## src/rtl/aes_rx_packer.sv

```systemverilog
// aes_rx_packer: collects 16 UART bytes into a 128-bit block and hands it to
// the encryption stage with a valid/ready handshake. A partial block that sits
// idle for TIMEOUT_CYCLES cycles is discarded. A byte that arrives while a full
// block waits and is not taken in that cycle is dropped and flagged.
module aes_rx_packer #(
  parameter int TIMEOUT_CYCLES = 100000
) (
  input  logic         clk,
  input  logic         rst,
  input  logic [7:0]   rx_data,
  input  logic         rx_valid,
  output logic [127:0] blk_data,
  output logic         blk_valid,
  input  logic         blk_ready,
  output logic [3:0]   byte_cnt,
  output logic         overrun,
  output logic         timeout
);

  localparam int IW = (TIMEOUT_CYCLES > 1) ? $clog2(TIMEOUT_CYCLES) : 1;
  localparam logic [IW-1:0] IDLE_MAX = IW'(TIMEOUT_CYCLES - 1);

  typedef enum logic {
    FILL = 1'b0,
    HOLD = 1'b1
  } state_t;

  state_t        state;
  state_t        state_next;
  logic [127:0]  sh;
  logic [IW-1:0] idle_cnt;

  logic accept;    // byte is taken into the shift register
  logic complete;  // accepted byte is the 16th of the block
  logic drop;      // byte lost while a block waits
  logic xfer;      // block handed downstream
  logic idle;      // idle cycle that advances the idle counter
  logic fire;      // partial block is discarded on this edge

  // State register.
  always_ff @(posedge clk or posedge rst) begin
    if (rst) begin
      state <= FILL;
    end else begin
      state <= state_next;
    end
  end

  // Next-state and per-cycle control decode.
  always_comb begin
    state_next = state;
    accept     = 1'b0;
    complete   = 1'b0;
    drop       = 1'b0;
    xfer       = 1'b0;
    idle       = 1'b0;
    fire       = 1'b0;
    case (state)
      FILL: begin
        if (rx_valid) begin
          // A byte always beats a timeout landing in the same cycle.
          accept = 1'b1;
          if (byte_cnt == 4'd15) begin
            complete   = 1'b1;
            state_next = HOLD;
          end else begin
            complete   = 1'b0;
          end
        end else if (byte_cnt != 4'd0) begin
          idle = 1'b1;
          if (idle_cnt == IDLE_MAX) begin
            fire = 1'b1;
          end else begin
            fire = 1'b0;
          end
        end else begin
          idle = 1'b0;
        end
      end
      HOLD: begin
        if (blk_ready) begin
          // A byte in the transfer cycle starts the next block.
          xfer       = 1'b1;
          accept     = rx_valid;
          state_next = FILL;
        end else begin
          drop = rx_valid;
        end
      end
      default: begin
        state_next = FILL;
      end
    endcase
  end

  // Datapath: shift register, byte count, idle counter, block and pulses.
  always_ff @(posedge clk or posedge rst) begin
    if (rst) begin
      sh        <= 128'd0;
      idle_cnt  <= '0;
      byte_cnt  <= 4'd0;
      blk_data  <= 128'd0;
      blk_valid <= 1'b0;
      overrun   <= 1'b0;
      timeout   <= 1'b0;
    end else begin
      overrun <= drop;
      timeout <= fire;

      if (accept) begin
        sh <= {sh[119:0], rx_data};
      end else if (fire) begin
        sh <= 128'd0;
      end

      if (complete || fire) begin
        byte_cnt <= 4'd0;
      end else if (accept) begin
        byte_cnt <= byte_cnt + 4'd1;
      end

      // Counter is held at zero whenever it is not counting idle cycles,
      // and fire resets it at IDLE_MAX so it never wraps.
      if (idle && !fire) begin
        idle_cnt <= idle_cnt + IW'(1);
      end else begin
        idle_cnt <= '0;
      end

      if (complete) begin
        blk_data  <= {sh[119:0], rx_data};
        blk_valid <= 1'b1;
      end else if (xfer) begin
        blk_valid <= 1'b0;
      end
    end
  end

endmodule

```

## config.mk

```make
export PLATFORM = sky130hd
export DESIGN_NAME = aes_rx_packer
export DESIGN_NICKNAME = d
export VERILOG_FILES = /design/src/rtl/aes_rx_packer.sv
export SDC_FILE = /design/constraint.sdc
export NUM_CORES = 1
export LEC_CHECK = 0
export ABC_AREA = 1
export BUFFER_PORTS_ARGS = -buffer_cell sky130_fd_sc_hd__buf_4
export CAP_MARGIN = 20
export CORE_MARGIN = 2
export CORE_UTILIZATION = 52
export CTS_CLUSTER_SIZE = 30
export DETAILED_ROUTE_END_ITERATION = 6
export PLACE_DENSITY = 0.73
export SYNTH_ARGS = -nofsm -noshare
export SYNTH_HDL_FRONTEND = slang
export SYNTH_SLANG_ARGS = --single-unit
```

## constraint.sdc

```tcl
create_clock -name clk -period 8.1 [get_ports clk]
set_input_delay 0.405 -clock clk [delete_from_list [all_inputs] [get_ports clk]]
set_output_delay 0.405 -clock clk [all_outputs]
set_load 0.03 [all_outputs]
```

Word-level counts from Yosys, hierarchy flattened

Cells that the tools add are included.

Bits in registers: 273
Word-level logic and storage cells: 46

Equality and inequality tests: 2
Bitwise operators: 1
Muxes and demuxes: 26
Reductions and logical operators: 7
Add/subtract/negate cells: 2

Operator list:

| cell                                                            | count |
|---|---|
| 120-bit 2-to-1 mux                                              | 2 |
| 1-bit 2-to-1 mux                                                | 19 |
| 17-bit by 1-bit adder with 17-bit output, second input constant | 1 |
| 17-bit == test, second input constant                           | 1 |
| 17-bit 2-to-1 mux                                               | 1 |
| 4-bit 2-to-1 mux                                                | 2 |
| 2-bit nonzero test                                              | 3 |
| 4-bit by 1-bit adder with 4-bit output, second input constant   | 1 |
| 4-bit == test, second input constant                            | 1 |
| 1-bit case mux with 2 select lines                              | 2 |
| 4-bit nonzero test                                              | 1 |
| 1-bit logical AND                                               | 1 |
| 1-bit logical NOT                                               | 1 |
| 1-bit logical OR                                                | 1 |
| 1-bit NOT                                                       | 1 |

Longest topological paths before layout

Gate-level depths: netlist (run 1).

Word-level depth: 8
Gate-level depth with buffers: 10

Worst setup path before layout (run 1)

OpenSTA, ideal clock, no wires.

Kind: register -> register
From: register byte_cnt[0]
To: register sh[0]
Path buffers: 2
Clock period less this slack: 1.671 ns
Cell stages (with the launch flop): 9
Path slack: 6.429 ns
Arrival: 1.554 ns
Cells stage by stage: dfrtp_1 > inv_1 > ha_1 > a21oi_2 > nand3_2 > buf_6 > buf_6 > nand3_2 > nand2_1

Word-level cells in the longest chain between the ends: 5

Ends and longest elaborated chain:

| element                             | line | text |
|---|---|---|
| start: declaration                  | 15   | `output logic [3:0] byte_cnt,` |
| start signal: assignment            | 119  | `byte_cnt <= byte_cnt + 4'd1;` |
| 4-bit nonzero test                  | 69   | `end else if (byte_cnt != 4'd0) begin` |
| 1-bit 2-to-1 mux                    | 69   |  |
| 1-bit 2-to-1 mux                    | 60   | `if (rx_valid) begin` |
| 1-bit 2-to-1 mux                    | 58   | `case (state)` |
| 2-bit nonzero test (no source line) | -    |  |
| end signal: assignment              | 111  | `sh <= {sh[119:0], rx_data};` |
| end: declaration                    | 30   | `logic [127:0] sh;` |

Every way passes these cells.
A chain may end at the register's enable or synchronous reset.

Final worst setup path (run 1)

From: register state
To: register sh[69]

Word-level cells in the longest chain between the ends: 3
Elaborated cells between the ends (all ways): 5

Ends and longest elaborated chain:

| element                                                  | line | text |
|---|---|---|
| start: declaration                                       | 28   | `state_t state;` |
| start signal: assignment                                 | 45   | `state <= state_next;` |
| 1-bit NOT                                                | -    |  |
| 1-bit case mux with 2 select lines                       | 58   |  |
| 120-bit 2-to-1 mux or 2-bit nonzero test (tied branches) | -    |  |

Parallel ways exist; a longest one is shown, timed or not.

==> results.yml, run 1 <==
critical_path:
  path_class: "reg2reg"
  cpPeakStageDelay_ns: 0.74
  r2r_cells: 7
  cp_cell_sequence: "inv_4 > nand2_1 > a21oi_2 > nand3_4 > buf_4 > nand3_1 > nand2_1"
  cp.arrival_ns: 3.46
  cp-start-kind: "register"
  rrSetupSlack_ns: 5.05
  cp_max_fo: 70
  regToRegStartpoint: "state$_DFF_PP0_"
  slowest_stage: "nand3_4"
  cp.required_ns: 8.51
  path_common_cell: "nand2_1"
  endpoint_kind: "register"
  r2r_end: "sh[69]$_DFFE_PP0P_"
global_routing:
  grt_overflow: 0
  grt_pass1_wl_um: 44050
  antenna_found_initial: 0
  grt_pass1_vias: 8594
  grt_usage_pct: 22.37
  grt_start_max_net_pins: 130
sta:
  worst_pin_slew_ns: 0.9650
  maxSlewHeadroom_pct: 35.67
  setup_ws_ns: 5.048
  finalSetupTns_ns: 0
  report.final.hold_viol_count: 0
  slew_viol_final: 0
  min_period_over_period_pct: 37.68
  setup_viol: 0
  finClkSkew_ns: 0.01077
  rsz0062_at_grt: "false"
  period_minus_slack_ns: 3.052
  fmaxAchievable_ghz: 0.3276
placement:
  port_buffers: 146
  dpl.hpwl_um: 15620
  place_congestion: 0.8644
  place_ws_ns: 5.090
cts:
  cts_tree: "done"
  clk_pin_slew_ns: 0.06
  postCtsHoldBufs: 0
  htree_num_levels: 1
  numCtsBuffers: 29
  cts.sinks: 273
  cts_setup_buffers: 0
  worst_skew_pair.late_latency_ns: 0.53
  clk_path_buf_depth: 3
  cts_root_buf: "clkbuf_16"
  cts_resized: 0
logic_synthesis:
  synth.area.top_cells: "dfrtp_1 (60%), nand2_1 (18%), nand3_1 (7.8%), nand3_2 (7.1%), nor2_1 (1.5%)"
  yosys_warnings: 0
  synth-adder-area-share_pct: 0.3272
  syn_area_um2: 11470
  synth_xor_area_share_pct: 0.7635
  synth-simple-area-share_pct: 34.49
  muxShareOfSynthArea_pct: 0
  synthTopCellsByCount: "nand2_1 (539), dfrtp_1 (273), nand3_1 (178), nand3_2 (81), nor2_1 (47)"
  synth_top_cell_area_share_pct: 59.55
  ys_seq_elements: 273
  synth-compound-area-share_pct: 0.4254
  yosysSeqAreaShare_pct: 59.55
  synthCells: 1251
  synth-edff-count: 0
  async_reset_ff_share_pct: 100.0
  synth_most_common_cell: "nand2_1"
  synth-main-ff-cell: "dfrtp_1"
  synth_top_family_by_area: "simple AND/OR/NAND/NOR gates"
  synth.distinct_cells: 23
  avgSynthCellArea_um2: 9.169
  yosys.area.top_type: "dfrtp_1"
  syn_nets: 1266
cells_and_area:
  drive_gt1_share_pct: 21.03
  syn_to_final_growth_pct: 17.64
  n_fill_cell: 1900
  final_nets: 1371
  n_antenna_cell: 0
route:
  dr_total_vias: 8725
  wl_met3_um: 1350
  drt_iter0_drc: 654
  wl_um: 25880
  routedWlPerCell_um: 15.64
  wl_met2_um: 12370
  wl_met1_um: 11740
  viasPerCell: 5.275
  firstDrtPassIters: 5
  highest-signal-layer: "met4"
  drc: 0
  ant_nets: 0
power:
  peakVddDrop_v: 0.0002308
  swShare_pct: 38.33
  p_int_w: 0.003040
  p_per_area_nw_per_um2: 365.4
  clkPwrFrac_pct: 24.7
  switchingPower_w: 0.001890
  p_leak_nw: 7.316
  pwr-share-seq_pct: 43.3
  pwr-share-comb_pct: 32.0
min_path:
  hold_class: "in2async"
outcome:
  outcome: "complete, no violations"
floorplan:
  fp.coreArea_um2: 21760
  ios: 147
  rows: 54
  die_w_um: 152.5
  start_util_pct: 52.73
  fp.dieH_um: 152.5
  die_area_um2: 23260
flow_run:
  maxCapViolCount: 0
[logic make-up after synthesis]
kind of cell | count (synthesis)
AO/OA/AOI/OAI | 8
XOR/XNOR | 10
adder cells (fa/ha/maj) | 3
buffers and inverters | 104
flip-flops | 273
AND/OR/NAND/NOR | 853
[critical path, delay by kind of cell, from the launching register on]
kind | cells | cell delay (ns)
and+or+nand+nor | 4 | 1.12
AOI/OAI and AO/OA | 1 | 0.23
buffers and inverters | 2 | 1.09
DFF | 1 | 0.40
[power by group through the flow]
stage / registers [W] / clock network, W / logic, W
2_1_floorplan: 0.00260 / 0 / 0.000501
3_3_place_gp: 0.00214 / 0 / 0.00155
3_5_place_dp: 0.00215 / 0 / 0.00159
4_1_cts: 0.00214 / 0.00124 / 0.00160
5_1_grt: 0.00219 / 0.00130 / 0.00171
6_report: 0.00213 / 0.00122 / 0.00158
[flip-flops by register name, summed over array words and instances, names as in the netlist]
signal / flops
blk_data: 128
byte_cnt: 4
sh: 120
overrun: 1
idle_cnt: 17
blk_valid: 1
state: 1
timeout: 1
[placed cells by master, fill, tap and decap left out, types with 2 or more instances in the layout]
cell type / synthesis / final
nand4_1: 5 / 5
xnor2_1: 4 / 4
clkbuf_16: 0 / 29
o21bai_1: 2 / 2
dfrtp_1: 273 / 273
o21ai_0: 4 / 4
ha_1: 3 / 3
inv_4: 0 / 2
inv_2: 4 / 2
clkbuf_8: 0 / 5
nand3_2: 81 / 80
nor2_4: 1 / 2
clkinv_2: 0 / 7
nand2_1: 539 / 538
clkbuf_1: 33 / 8
nor2_1: 47 / 46
buf_4: 2 / 155
xor2_1: 6 / 6
inv_1: 17 / 16
nand3_1: 178 / 178
[layer usage]
layer / track usage (%) / up-vias
li1: - / 4193
met1: 33.10 / 4305
met2: 35.20 / 191
met3: 4.039 / 36
met4: 4.674 / 0
met5: 0 / -
[worst max path at each step]
stage	start	endpoint	slack (ns)	depth (start not counted)
2_1_floorplan	rst	blk_data[0]$_DFFE_PP0P_	0.17	1
3_3_place_gp	byte_cnt[0]$_DFFE_PP0P_	byte_cnt[1]$_DFFE_PP0P_	5.14	8
3_5_place_dp	state$_DFF_PP0_	sh[69]$_DFFE_PP0P_	5.09	7
4_1_cts	state$_DFF_PP0_	sh[69]$_DFFE_PP0P_	5.05	7
5_1_grt	state$_DFF_PP0_	sh[102]$_DFFE_PP0P_	4.88	7
6_report	state$_DFF_PP0_	sh[69]$_DFFE_PP0P_	5.05	7
[area by class of cell]
class,count,area (µm²),share of cell area [%]
tap,280,350.3,2.596
sequential,273,6832,50.63
timing repair buffer,156,1191,8.827
inverter,22,95.09,0.7047
multi-input combinational,874,4167,30.88
clock inverter,7,35.03,0.2596
clock buffer,42,824.5,6.110
[metrics by stage]
stage / utilization [%] / std cells / area [µm²] / hold slack (ns) / power, W
after floorplan: - / 1251 / 11470 / 0.4694 / 0.003099
after global placement: 57.95 / 1604 / 12610 / 0.4554 / 0.003698
after detailed placement: 57.95 / 1604 / 12610 / 0.4593 / 0.003738
after CTS: 61.90 / 1653 / 13470 / 0.07744 / 0.004971
after global routing: 62.03 / 1654 / 13490 / 0.09044 / 0.005206
final: 62.03 / 1654 / 13490 / 0.04093 / 0.004930
(Power assumes the default switching activity.)
==> run 2: changes to the inputs <==
==> constraint.sdc (replaced) <==
create_clock -name clk -period 2.45 [get_ports clk]
set_input_delay 0.1225 -clock clk [delete_from_list [all_inputs] [get_ports clk]]
set_output_delay 0.1225 -clock clk [all_outputs]
set_load 0.03 [all_outputs]
==> run 2 against run 1 <==
Against the previous run: wire length increased by 1.9%; design area increased by 3.4%; fmax increased by 44%; clock skew increased by 0.0028 ns; register-to-register slack got worse by 4.7 ns; non-clock buffer count increased by 24; hold slack improved by 0.25 ns; highest routed layer unchanged.
==> results.yml, run 2 (synthesis gave the netlist of run 1 again) <==
sta:
  slew_viol_final: 0
  hold_slack_ns: 0.2888
  worst_pin_slew_ns: 0.8965
  setup_viol: 0
  finalSetupTns_ns: 0
  fmaxAchievable_ghz: 0.4722
  report.final.hold_viol_count: 0
  min_period_over_period_pct: 86.43
  rsz0062_at_grt: "false"
  finClkSkew_ns: 0.01357
  maxSlewHeadroom_pct: 40.23
  period_minus_slack_ns: 2.118
cells_and_area:
  n_antenna_cell: 0
  utilization_pct: 64.15
  layout_commonest_cell: "nand2_1"
  final_nets: 1394
  largest_reg_flops: 128
  seqCellArea_um2: 6832
  final_cell_mix: "nand2_1 (538), dfrtp_1 (273), nand3_1 (178)"
  drive_gt1_share_pct: 21.86
  n_fill_cell: 1819
  syn_to_final_growth_pct: 21.67
  regMostFlops: "blk_data"
  multi_input_area_um2: 4167
  top_regs: "blk_data x128, sh x120, idle_cnt x17"
  instances_no_fill: 1680
route:
  drc: 0
  firstDrtPassIters: 5
  routedWlPerCell_um: 15.70
  dr_total_vias: 8908
  viasPerCell: 5.302
  wl_um: 26370
  drt_iter0_drc: 615
  ant_nets: 0
cts:
  cts.sinks: 273
  clk_pin_slew_ns: 0.06
  htree_num_levels: 1
  clk_path_buf_depth: 3
  worst_skew_pair.late_latency_ns: 0.54
  cts_resized: 0
  numCtsBuffers: 28
  cts_root_buf: "clkbuf_16"
  cts_tree: "done"
critical_path:
  cp_max_fo: 87
  cp_cell_sequence: "inv_4 > buf_4 > nand2_4 > buf_4 > nand2_1 > nand2_1"
  cp.required_ns: 2.87
  slowest_stage: "buf_4"
  cpPeakStageDelay_ns: 0.65
  endpoint_kind: "register"
  r2r_cells: 6
  cp.depth: 6
  cp.arrival_ns: 2.53
  cp-start-kind: "register"
  path_class: "reg2reg"
  critPathBufInv: 3
  cp_top_family: "buffers and inverters"
floorplan:
  start_util_pct: 52.73
  die_w_um: 152.5
  rows: 54
  fp.coreArea_um2: 21760
  die_area_um2: 23260
  ios: 147
  fp.dieH_um: 152.5
placement:
  dp_cells: 1618
  port_buffers: 146
  dpl.hpwl_um: 16560
  place_congestion: 0.8261
global_routing:
  grt_start_max_net_pins: 121
  grt_usage_pct: 22.99
  antenna_found_initial: 0
  grt_pass1_vias: 8773
  grt_pass1_wl_um: 44950
  grt_overflow: 0
outcome:
  outcome: "complete, no violations"
power:
  p_leak_nw: 7.523
  peakVddDrop_v: 0.0008669
  p_per_area_nw_per_um2: 1201
flow_run:
  maxCapViolCount: 0
min_path:
  hold_class: "in2async"
==> run 2: changes by cell type in the layout (fill, tap and decap cells not counted) <==
cell / delta
buf_12: +13
clkinvlp_4: +2
clkbuf_1: -2
dlygate4sd3_1: +11
clkinv_2: -3
clkbuf_8: +3
inv_8: -1
buf_16: -1
buf_4: +1
bufinv_16: +3
==> run 2: per-layer routing <==
metal  global-route usage (%)  vias to the layer above  share of wire (%)
met5                        0                        -                  0
met1                    33.51                     4426                 44
met3                    3.783                       25                5.4
met2                    36.92                      218                 49
met4                    4.982                        0                1.3
li1                         -                     4239                  -
==> run 2: report_power, final <==
group	leakage [nW]	switching [W]	internal [W]	total, W
Sequential	3.65	0.00110	0.00593	0.00703
Clock	0.480	0.00172	0.00272	0.00444
Combinational	3.39	0.00342	0.00187	0.00529
==> run 2: cell type report <==
cell class                 instances  area share (%)
inverter                          22          0.6544
sequential                       273           48.95
clock inverter                     8          0.8427
clock buffer                      43           6.150
timing repair buffer             180           11.04
tap                              280           2.510
multi-input combinational        874           29.85
==> run 2: worst paths after layout <==
path                                           startpoint  slack, ns                        end
min in group clk                               rx_data[5]       0.36          sh[5]$_DFFE_PP0P_
worst min register to register  blk_data[113]$_DFFE_PP0P_       0.47  blk_data[113]$_DFFE_PP0P_
worst min-delay path                                  rst       0.29   blk_data[99]$_DFFE_PP0P_
max in group asynchronous                             rst       1.42         sh[36]$_DFFE_PP0P_
worst max-delay path                      state$_DFF_PP0_       0.33   blk_data[85]$_DFFE_PP0P_
worst max register to register            state$_DFF_PP0_       0.33   blk_data[85]$_DFFE_PP0P_
==> run 2: per-stage QoR <==
| stage | total power [W] | setup WS, ns | area, µm² |
|---|---|---|---|
| after floorplan | 0.01025 | -1.282 | 11470 |
| final | 0.01676 | 0.3324 | 13960 |
| after CTS | 0.01690 | 0.3017 | 13960 |
| after global routing | 0.01769 | 0.1298 | 13960 |
| after global placement | 0.01227 | 0.3749 | 12870 |
| after detailed placement | 0.01241 | 0.3279 | 12870 |
==> run 2: timing repair <==
action | in CTS | in global routing
endpoints found under the hold margin | 37 | 0
buffers inserted | 0 | 0
hold buffers | 11 | 0
==> run 2: worst register-to-register path, stage by stage (launching register included) <==
cell     delay, ns
dfrtp_1       0.40
inv_4         0.06
buf_4         0.65
nand2_4       0.40
buf_4         0.34
nand2_1       0.09
nand2_1       0.05
